--- config.mk ---
export PLATFORM = sky130hd
export DESIGN_NAME = kbd_event_ctrl_flat
export DESIGN_NICKNAME = d
export VERILOG_FILES = /design/src/rtl/kbd_event_ctrl_if.sv /design/src/rtl/kbd_event_ctrl.sv /design/src/flat_wrapper.sv
export SDC_FILE = /design/constraint.sdc
export NUM_CORES = 1
export LEC_CHECK = 0
export CORE_AREA = 2 2 88 90
export CTS_CLUSTER_SIZE = 20
export DETAILED_ROUTE_END_ITERATION = 16
export DIE_AREA = 0 0 90 92
export GPL_ROUTABILITY_DRIVEN = 0
export PLACE_DENSITY_LB_ADDON = 0.05
export SLEW_MARGIN = 10
export SYNTH_ARGS = -nofsm -noshare
export SYNTH_HDL_FRONTEND = slang
export SYNTH_SLANG_ARGS = --single-unit
--- constraint.sdc ---
create_clock -name clk -period 6.25 [get_ports clk]
set_clock_uncertainty 0.05 [all_clocks]
set_input_delay 1.25 -clock clk [delete_from_list [all_inputs] [get_ports clk]]
set_output_delay 1.25 -clock clk [all_outputs]
set_load 0.01 [all_outputs]
--- src/rtl/kbd_event_ctrl_if.sv ---
// Event stream between the keyboard controller and its consumer.
// Ready/valid handshake; an entry moves when evt_valid && evt_ready.
//   evt_valid  master->slave  head entry is presented
//   evt_ready  slave->master  consumer accepts the head entry
//   evt_code   master->slave  {extended, byte} key code of the head entry
//   evt_make   master->slave  1 = press, 0 = release
interface kbd_event_ctrl_if;
  logic       evt_valid;
  logic       evt_ready;
  logic [8:0] evt_code;
  logic       evt_make;

  modport master (output evt_valid, output evt_code, output evt_make, input evt_ready);
  modport slave  (input evt_valid, input evt_code, input evt_make, output evt_ready);
endinterface

--- src/rtl/kbd_event_ctrl.sv ---
// Keyboard event controller: decodes PS/2 set-2 bytes (E0 extended and
// F0 break prefixes, with a prefix timeout) into press/release events,
// queues them in a first-word fall-through FIFO and tracks held flags
// for the four game keys.
// Ports:
//   clk, resetN            clock, asynchronous active-low reset
//   din, din_new           received byte and its one-cycle strobe
//   din_parity_ok          parity status of din
//   evt (master)           event stream: evt_valid/evt_ready/evt_code/evt_make
//   key_held[3:0]          space, left, right, down held flags
//   err_cnt[7:0]           saturating parity-error count
//   evt_ovf                sticky: an event was dropped on a full FIFO
module kbd_event_ctrl #(
  parameter int TIMEOUT_CYCLES = 1_500_000,
  parameter int FIFO_DEPTH     = 4
) (
  input  logic                   clk,
  input  logic                   resetN,
  input  logic [7:0]             din,
  input  logic                   din_new,
  input  logic                   din_parity_ok,
  kbd_event_ctrl_if.master       evt,
  output logic [3:0]             key_held,
  output logic [7:0]             err_cnt,
  output logic                   evt_ovf
);

  localparam int PW   = $clog2(FIFO_DEPTH);
  localparam int CNTW = PW + 1;
  localparam int CW   = (TIMEOUT_CYCLES > 1) ? $clog2(TIMEOUT_CYCLES) : 1;
  localparam logic [CW-1:0] TMO_LAST = CW'(TIMEOUT_CYCLES - 1);

  localparam logic [8:0] KEY_CODE [4] = '{9'h029, 9'h16B, 9'h174, 9'h172};

  typedef enum logic [1:0] {IDLE, GOT_E0, GOT_F0, GOT_E0F0} state_t;

  state_t        state;
  logic [CW-1:0] tmo_cnt;

  // ---------------- decode ----------------
  logic       accepted;
  logic       is_prefix;
  logic       is_ignored;
  logic       ev_push;
  logic       ev_ext;
  logic       ev_make;
  logic [8:0] ev_code;

  assign accepted   = din_new && din_parity_ok;
  assign is_prefix  = (din == 8'hE0) || (din == 8'hF0);
  // Keyboard status/acknowledge bytes carry no key information.
  assign is_ignored = (din == 8'h00) || (din == 8'hFF) || (din == 8'hAA) ||
                      (din == 8'hFA) || (din == 8'hEE) || (din == 8'hFE);
  assign ev_code    = {ev_ext, din};

  always_comb begin
    ev_push = 1'b0;
    ev_ext  = 1'b0;
    ev_make = 1'b1;
    if (accepted && !is_prefix) begin
      case (state)
        IDLE:     ev_push = !is_ignored;
        GOT_E0:   begin ev_push = 1'b1; ev_ext = 1'b1; end
        GOT_F0:   begin ev_push = 1'b1; ev_make = 1'b0; end
        default:  begin ev_push = 1'b1; ev_ext = 1'b1; ev_make = 1'b0; end
      endcase
    end
  end

  // ---------------- prefix FSM + timeout ----------------
  always_ff @(posedge clk or negedge resetN) begin
    if (!resetN) begin
      state   <= IDLE;
      tmo_cnt <= '0;
    end else begin
      // Counter saturates at TMO_LAST; it only needs to re-arm on a new byte.
      if (din_new)
        tmo_cnt <= '0;
      else if (state != IDLE && tmo_cnt != TMO_LAST)
        tmo_cnt <= tmo_cnt + 1'b1;

      if (accepted) begin
        if (din == 8'hE0)
          state <= GOT_E0;
        else if (din == 8'hF0)
          state <= (state == GOT_E0 || state == GOT_E0F0) ? GOT_E0F0 : GOT_F0;
        else
          state <= IDLE;
      end else if (din_new) begin
        state <= IDLE;                      // parity error abandons any prefix
      end else if (state != IDLE && tmo_cnt == TMO_LAST) begin
        state <= IDLE;
      end
    end
  end

  // ---------------- held flags ----------------
  generate
    for (genvar gi = 0; gi < 4; gi++) begin : g_held
      logic held_q;
      always_ff @(posedge clk or negedge resetN) begin
        if (!resetN)
          held_q <= 1'b0;
        else if (ev_push && ev_code == KEY_CODE[gi])
          held_q <= ev_make;
      end
      assign key_held[gi] = held_q;
    end
  endgenerate

  // ---------------- parity error counter ----------------
  always_ff @(posedge clk or negedge resetN) begin
    if (!resetN)
      err_cnt <= '0;
    else if (din_new && !din_parity_ok && err_cnt != 8'hFF)
      err_cnt <= err_cnt + 8'd1;
  end

  // ---------------- event FIFO ----------------
  logic [8:0]      mem_code [FIFO_DEPTH];
  logic            mem_make [FIFO_DEPTH];
  logic [PW-1:0]   wr_ptr;
  logic [PW-1:0]   rd_ptr;
  logic [PW-1:0]   rd_ptr_next;
  logic [CNTW-1:0] count;
  logic [CNTW-1:0] count_after_pop;
  logic [CNTW-1:0] count_next;
  logic            pop;
  logic            push_ok;

  assign pop             = evt.evt_valid && evt.evt_ready;
  // Depth is a power of two, so the top count bit alone means "full".
  assign push_ok         = ev_push && (!count[PW] || pop);
  assign rd_ptr_next     = rd_ptr + PW'(pop);
  assign count_after_pop = count - CNTW'(pop);
  assign count_next      = count_after_pop + CNTW'(push_ok);

  always_ff @(posedge clk) begin
    if (push_ok) begin
      mem_code[wr_ptr] <= ev_code;
      mem_make[wr_ptr] <= ev_make;
    end
  end

  always_ff @(posedge clk or negedge resetN) begin
    if (!resetN) begin
      wr_ptr        <= '0;
      rd_ptr        <= '0;
      count         <= '0;
      evt_ovf       <= 1'b0;
      evt.evt_valid <= 1'b0;
      evt.evt_code  <= '0;
      evt.evt_make  <= 1'b0;
    end else begin
      if (push_ok)
        wr_ptr <= wr_ptr + 1'b1;
      rd_ptr <= rd_ptr_next;
      count  <= count_next;
      if (ev_push && !push_ok)
        evt_ovf <= 1'b1;
      // Registered head: when the queue would otherwise be empty the new
      // entry bypasses the memory; when it stays empty the last head holds.
      evt.evt_valid <= (count_next != '0);
      if (count_next != '0) begin
        if (count_after_pop == '0) begin
          evt.evt_code <= ev_code;
          evt.evt_make <= ev_make;
        end else begin
          evt.evt_code <= mem_code[rd_ptr_next];
          evt.evt_make <= mem_make[rd_ptr_next];
        end
      end
    end
  end

endmodule

--- src/flat_wrapper.sv ---
// flat-port wrapper written by rule: the top's interface ports become plain ports
module kbd_event_ctrl_flat 
#(
  parameter int TIMEOUT_CYCLES = 1_500_000,
  parameter int FIFO_DEPTH     = 4
)
  (clk, resetN, din, din_new, din_parity_ok, key_held, err_cnt, evt_ovf, evt_evt_valid, evt_evt_code, evt_evt_make, evt_evt_ready);
  kbd_event_ctrl_if evt_i ();
  input  logic clk;
  input  logic resetN;
  input  logic [7:0] din;
  input  logic din_new;
  input  logic din_parity_ok;
  output logic [3:0] key_held;
  output logic [7:0] err_cnt;
  output logic evt_ovf;
  output wire logic [$bits(evt_i.evt_valid)-1:0] evt_evt_valid;
  output wire logic [$bits(evt_i.evt_code)-1:0] evt_evt_code;
  output wire logic [$bits(evt_i.evt_make)-1:0] evt_evt_make;
  input wire logic [$bits(evt_i.evt_ready)-1:0] evt_evt_ready;
  assign evt_evt_valid = evt_i.evt_valid;
  assign evt_evt_code = evt_i.evt_code;
  assign evt_evt_make = evt_i.evt_make;
  assign evt_i.evt_ready = evt_evt_ready;
  kbd_event_ctrl #(.TIMEOUT_CYCLES(TIMEOUT_CYCLES), .FIFO_DEPTH(FIFO_DEPTH)) u_core (.clk(clk), .resetN(resetN), .din(din), .din_new(din_new), .din_parity_ok(din_parity_ok), .evt(evt_i), .key_held(key_held), .err_cnt(err_cnt), .evt_ovf(evt_ovf));
endmodule
==> flow_results.xml <==
<?xml version="1.0" encoding="UTF-8"?>
<metrics>
  <group name="cts">
    <metric name="cts_tree" unit="">yes</metric>
    <metric name="cts_buffers" unit="">9</metric>
    <metric name="tritoncts_num_sinks" unit="">94</metric>
    <metric name="clkSlewWorstSetupHoldPaths" unit="ns">0.09</metric>
    <metric name="htree_levels" unit="">3</metric>
    <metric name="worst_skew_pair.late_latency" unit="ns">0.35</metric>
    <metric name="post_cts_hold_buffer_count" unit="">0</metric>
    <metric name="cts.repair_timing.setup_buffer_count" unit="">0</metric>
    <metric name="quantity_of_gates_resized_following_cts" unit="">0</metric>
    <metric name="max_buffers_root_to_sink" unit="">2</metric>
    <metric name="clock-root-buffer" unit="">sky130_fd_sc_hd__clkbuf_8</metric>
  </group>
  <group name="die">
    <metric name="std_cell_rows" unit="">32</metric>
    <metric name="fp.coreArea" unit="µm²">7450</metric>
    <metric name="die_width" unit="µm">90</metric>
    <metric name="design.die.area" unit="µm²">8280</metric>
    <metric name="floorplan.initialDensity" unit="%">57.9</metric>
    <metric name="fp.dieH" unit="µm">92</metric>
    <metric name="io-pin-count" unit="">37</metric>
  </group>
  <group name="power">
    <metric name="power_frac_comb" unit="%">34.3</metric>
    <metric name="clock_power_share" unit="%">19.4</metric>
    <metric name="intPower" unit="mW">1.22</metric>
    <metric name="seq_power_share" unit="%">46.3</metric>
    <metric name="leakage" unit="nW">1.85</metric>
    <metric name="switching_share_of_total_power" unit="%">31.7</metric>
    <metric name="power.net_switching" unit="µW">565</metric>
    <metric name="irDropWorstVdd" unit="mV">0.177</metric>
    <metric name="power.density_cell_area" unit="nW/µm²">364</metric>
  </group>
  <group name="critical_path">
    <metric name="worst_setup_path_end_kind" unit="">flop</metric>
    <metric name="rr_worst_depth" unit="">7</metric>
    <metric name="required" unit="ns">6.39</metric>
    <metric name="setup.worst_path.start" unit="">din[0]</metric>
    <metric name="setup_crit_path_kind" unit="">in2reg</metric>
    <metric name="timing.critical_path.arrival" unit="ns">4.63</metric>
    <metric name="critPathMaxFanout" unit="">21</metric>
    <metric name="reg2reg_slack" unit="ns">2.91</metric>
    <metric name="worstReg2RegEnd" unit="">u_core.evt.evt_make</metric>
    <metric name="rr_startpoint" unit="">u_core.state[0]</metric>
    <metric name="start_kind" unit="">input pin</metric>
    <metric name="worst_setup_path_endpoint" unit="">u_core.evt.evt_make</metric>
  </group>
  <group name="logic_synthesis">
    <metric name="synthSimpleGateAreaFrac" unit="%">15.2</metric>
    <metric name="synthesis.area_per_instance" unit="µm²">12.5</metric>
    <metric name="synth_xor_area_share" unit="%">5.08</metric>
    <metric name="postSynthCellCount" unit="">346</metric>
    <metric name="synth_sequential_area_ratio" unit="%">59.2</metric>
    <metric name="yosysWarnings" unit="">0</metric>
    <metric name="largest_family_of_logic_cells_by_synthesized_area" unit="">simple AND/OR/NAND/NOR gates</metric>
    <metric name="share_of_the_synthesized_area_in_compound_gates_ao_oa_aoi_oai" unit="%">5.68</metric>
    <metric name="synth_edf_count" unit="">40</metric>
    <metric name="syn-num-nets" unit="">370</metric>
    <metric name="post_synth_mux_area_share" unit="%">8.82</metric>
    <metric name="ys_seq_elements" unit="">94</metric>
    <metric name="synth_async_sr_flop_share" unit="%">57.4</metric>
    <metric name="ys_types" unit="">45</metric>
    <metric name="post_synth_instance_area" unit="µm²">4310</metric>
    <metric name="postSynth.topFlopCell" unit="">sky130_fd_sc_hd__dfrtp_1</metric>
    <metric name="synth_fa_ha_area_share" unit="%">3.19</metric>
  </group>
  <group name="outcome">
    <metric name="outcome" unit="">complete, no violations</metric>
  </group>
  <group name="global_route">
    <metric name="grt_first_pass_wirelength" unit="µm">13400</metric>
    <metric name="grt_start_max_net_pins" unit="">55</metric>
    <metric name="global_route.usage.total" unit="%">20.6</metric>
    <metric name="first_global_vias" unit="">2802</metric>
    <metric name="number_of_antenna_violations_at_the_first_check_in_global_routing" unit="">0</metric>
    <metric name="global_route.overflow_total" unit="">0</metric>
  </group>
  <group name="timing">
    <metric name="rsz0062_at_grt" unit="">no</metric>
    <metric name="timing.max_slew.rel_slack" unit="%">21.9</metric>
    <metric name="period_needed" unit="ns">4.49</metric>
    <metric name="fin_tns_setup" unit="ns">0</metric>
    <metric name="drv_slew" unit="">0</metric>
    <metric name="setup_viol" unit="">0</metric>
    <metric name="timing_hold_violations_final" unit="">0</metric>
    <metric name="worst_slew_pin_slew" unit="ns">1.17</metric>
    <metric name="timing.final.crit_share" unit="%">71.8</metric>
    <metric name="maximum_achievable_frequency" unit="MHz">223</metric>
  </group>
  <group name="finish">
    <metric name="layout_commonest_cell" unit="">sky130_fd_sc_hd__dfrtp_1</metric>
    <metric name="final_util" unit="%">65.8</metric>
    <metric name="multiInputGateArea" unit="µm²">1640</metric>
    <metric name="storage_element_area" unit="µm²">2550</metric>
    <metric name="drive_gt1_share" unit="%">10.9</metric>
    <metric name="diodes" unit="">0</metric>
    <metric name="layout_common_cells" unit="">54 x sky130_fd_sc_hd__dfrtp_1, 40 x sky130_fd_sc_hd__edfxtp_1, 35 x sky130_fd_sc_hd__clkdlybuf4s50_1</metric>
    <metric name="n_fill_cell" unit="">584</metric>
    <metric name="stdcell_count" unit="">486</metric>
    <metric name="area_growth" unit="%">13.6</metric>
    <metric name="stdcell_area" unit="µm²">4900</metric>
    <metric name="final_nets" unit="">403</metric>
  </group>
  <group name="routing">
    <metric name="drc_errors" unit="">0</metric>
    <metric name="remaining_antenna_violation_count" unit="">0</metric>
    <metric name="detail_route.wl_per_cell" unit="µm">16.0</metric>
    <metric name="route.final.wire_length" unit="µm">7780</metric>
    <metric name="detailedRoute.firstPassIterationCount" unit="">4</metric>
    <metric name="vias" unit="">2718</metric>
    <metric name="avgViaCountPerCell" unit="">5.59</metric>
    <metric name="drtIter0Drc" unit="">108</metric>
  </group>
  <group name="placement">
    <metric name="postPlaceCellArea" unit="µm²">4730</metric>
    <metric name="numPortBuffers" unit="">36</metric>
    <metric name="dpl.hpwl" unit="µm">5320</metric>
    <metric name="place_inst" unit="">470</metric>
  </group>
  <group name="hold_path">
    <metric name="hold_class" unit="">reg2reg</metric>
  </group>
  <group name="run">
    <metric name="cap_viol_max_count" unit="">0</metric>
  </group>
</metrics>
## registers in the layout, indices dropped and copies added, names as in the netlist
register and flops:
u_core.g_held.held_q 4, u_core.mem_make 4, u_core.count 3, u_core.err_cnt 8
u_core.state 2, u_core.tmo_cnt 21, u_core.evt.evt_code 9, u_core.evt_ovf 1
u_core.mem_code 36, u_core.evt.evt_valid 1, u_core.wr_ptr 2, u_core.evt.evt_make 1
u_core.rd_ptr 2
## cell type report
class,count,area share [%]
sequential,94,52.1
multi-input combinational,225,33.5
timing repair buffer,38,7.56
clock buffer,10,2.60
tap,102,2.60
inverter,11,0.843
clock inverter,6,0.766
## synth_stat cells, types with 2 or more instances
cell	number	area share, %
sky130_fd_sc_hd__xor2_1	11	2.2
sky130_fd_sc_hd__a211oi_1	3	0.52
sky130_fd_sc_hd__buf_4	4	0.70
sky130_fd_sc_hd__o32ai_1	2	0.41
sky130_fd_sc_hd__o21ai_1	2	0.23
sky130_fd_sc_hd__nand2b_1	2	0.29
sky130_fd_sc_hd__or4_1	2	0.35
sky130_fd_sc_hd__nand2_1	31	2.7
sky130_fd_sc_hd__mux2_2	4	1.0
sky130_fd_sc_hd__nor3_1	3	0.35
sky130_fd_sc_hd__nand4_1	9	1.3
sky130_fd_sc_hd__nand3_1	17	2.0
sky130_fd_sc_hd__and3_1	7	1.0
sky130_fd_sc_hd__mux4_2	10	5.2
sky130_fd_sc_hd__and4_1	3	0.61
sky130_fd_sc_hd__edfxtp_1	40	28
sky130_fd_sc_hd__inv_1	11	0.96
sky130_fd_sc_hd__nor2_1	24	2.1
sky130_fd_sc_hd__or3_1	2	0.29
sky130_fd_sc_hd__o21ai_0	15	1.7
sky130_fd_sc_hd__a21oi_1	10	1.2
sky130_fd_sc_hd__nor4_1	8	1.2
sky130_fd_sc_hd__dfrtp_1	54	31
sky130_fd_sc_hd__xnor2_1	14	2.8
sky130_fd_sc_hd__clkbuf_1	10	0.87
sky130_fd_sc_hd__or3_2	3	0.52
sky130_fd_sc_hd__or2_2	2	0.29
sky130_fd_sc_hd__o22ai_1	2	0.29
sky130_fd_sc_hd__ha_1	11	3.2
sky130_fd_sc_hd__and2_1	4	0.58
sky130_fd_sc_hd__or4_4	2	0.52
sky130_fd_sc_hd__mux2i_1	11	2.6
## power by group through the flow
stage	logic (mW)	registers, mW	clock network (mW)
floorplan	0.378	0.854	0
global placement	0.606	0.835	0
detailed placement	0.622	0.840	0
CTS	0.624	0.827	0.354
global route	0.672	0.839	0.380
finish	0.611	0.825	0.346
## worst min-delay path by stage
| stage | start | end | slack [ns] | cells past startpoint |
|---|---|---|---|---|
| after floorplan | u_core.g_held[1].held_q | u_core.g_held[1].held_q | 0.40 | 2 |
| after global routing | u_core.evt.evt_code[3] | u_core.evt.evt_code[3] | 0.46 | 2 |
| after CTS | u_core.evt.evt_code[0] | u_core.evt.evt_code[0] | 0.44 | 2 |
| after global placement | u_core.evt.evt_code[7] | u_core.evt.evt_code[7] | 0.41 | 2 |
| final | u_core.evt.evt_code[3] | u_core.evt.evt_code[3] | 0.43 | 2 |
| after detailed placement | u_core.evt.evt_code[0] | u_core.evt.evt_code[0] | 0.42 | 2 |
## critical path, stage by stage
cell,delay (ns)
sky130_fd_sc_hd__clkdlybuf4s50_1,0.60
sky130_fd_sc_hd__nor4_1,0.60
sky130_fd_sc_hd__nor2_1,0.08
sky130_fd_sc_hd__o32ai_1,0.26
sky130_fd_sc_hd__a21oi_1,0.22
sky130_fd_sc_hd__ha_1,0.26
sky130_fd_sc_hd__ha_1,0.31
sky130_fd_sc_hd__nor3_2,0.82
sky130_fd_sc_hd__o21ai_0,0.22
## cell families after synthesis
group,Yosys count
AOI/OAI and AO/OA,40
adders and majority gates,11
xor gates and xnor gates,25
muxes,25
buffers and inverters,27
and+or+nand+nor,124
DFF,94
## metrics by stage
step                      hold WS (ns)  total power [mW]  setup slack [ns]
after detailed placement         0.419              1.46              1.34
after global routing             0.457              1.89              1.36
after CTS                        0.439              1.80              1.72
after floorplan                  0.400              1.23              2.68
after global placement           0.411              1.44              1.51
final                            0.432              1.78              1.76
## metal layers
| metal | GRT usage [%] | part of all wire (%) | up-vias |
|---|---|---|---|
| met5 | 0 | 0 | - |
| met4 | 7.31 | 0.87 | 0 |
| met3 | 3.78 | 3.7 | 9 |
| met2 | 35.1 | 49 | 60 |
| met1 | 26.7 | 46 | 1322 |
| li1 | - | - | 1327 |
Note: power is estimated with default switching activity, not from simulation.
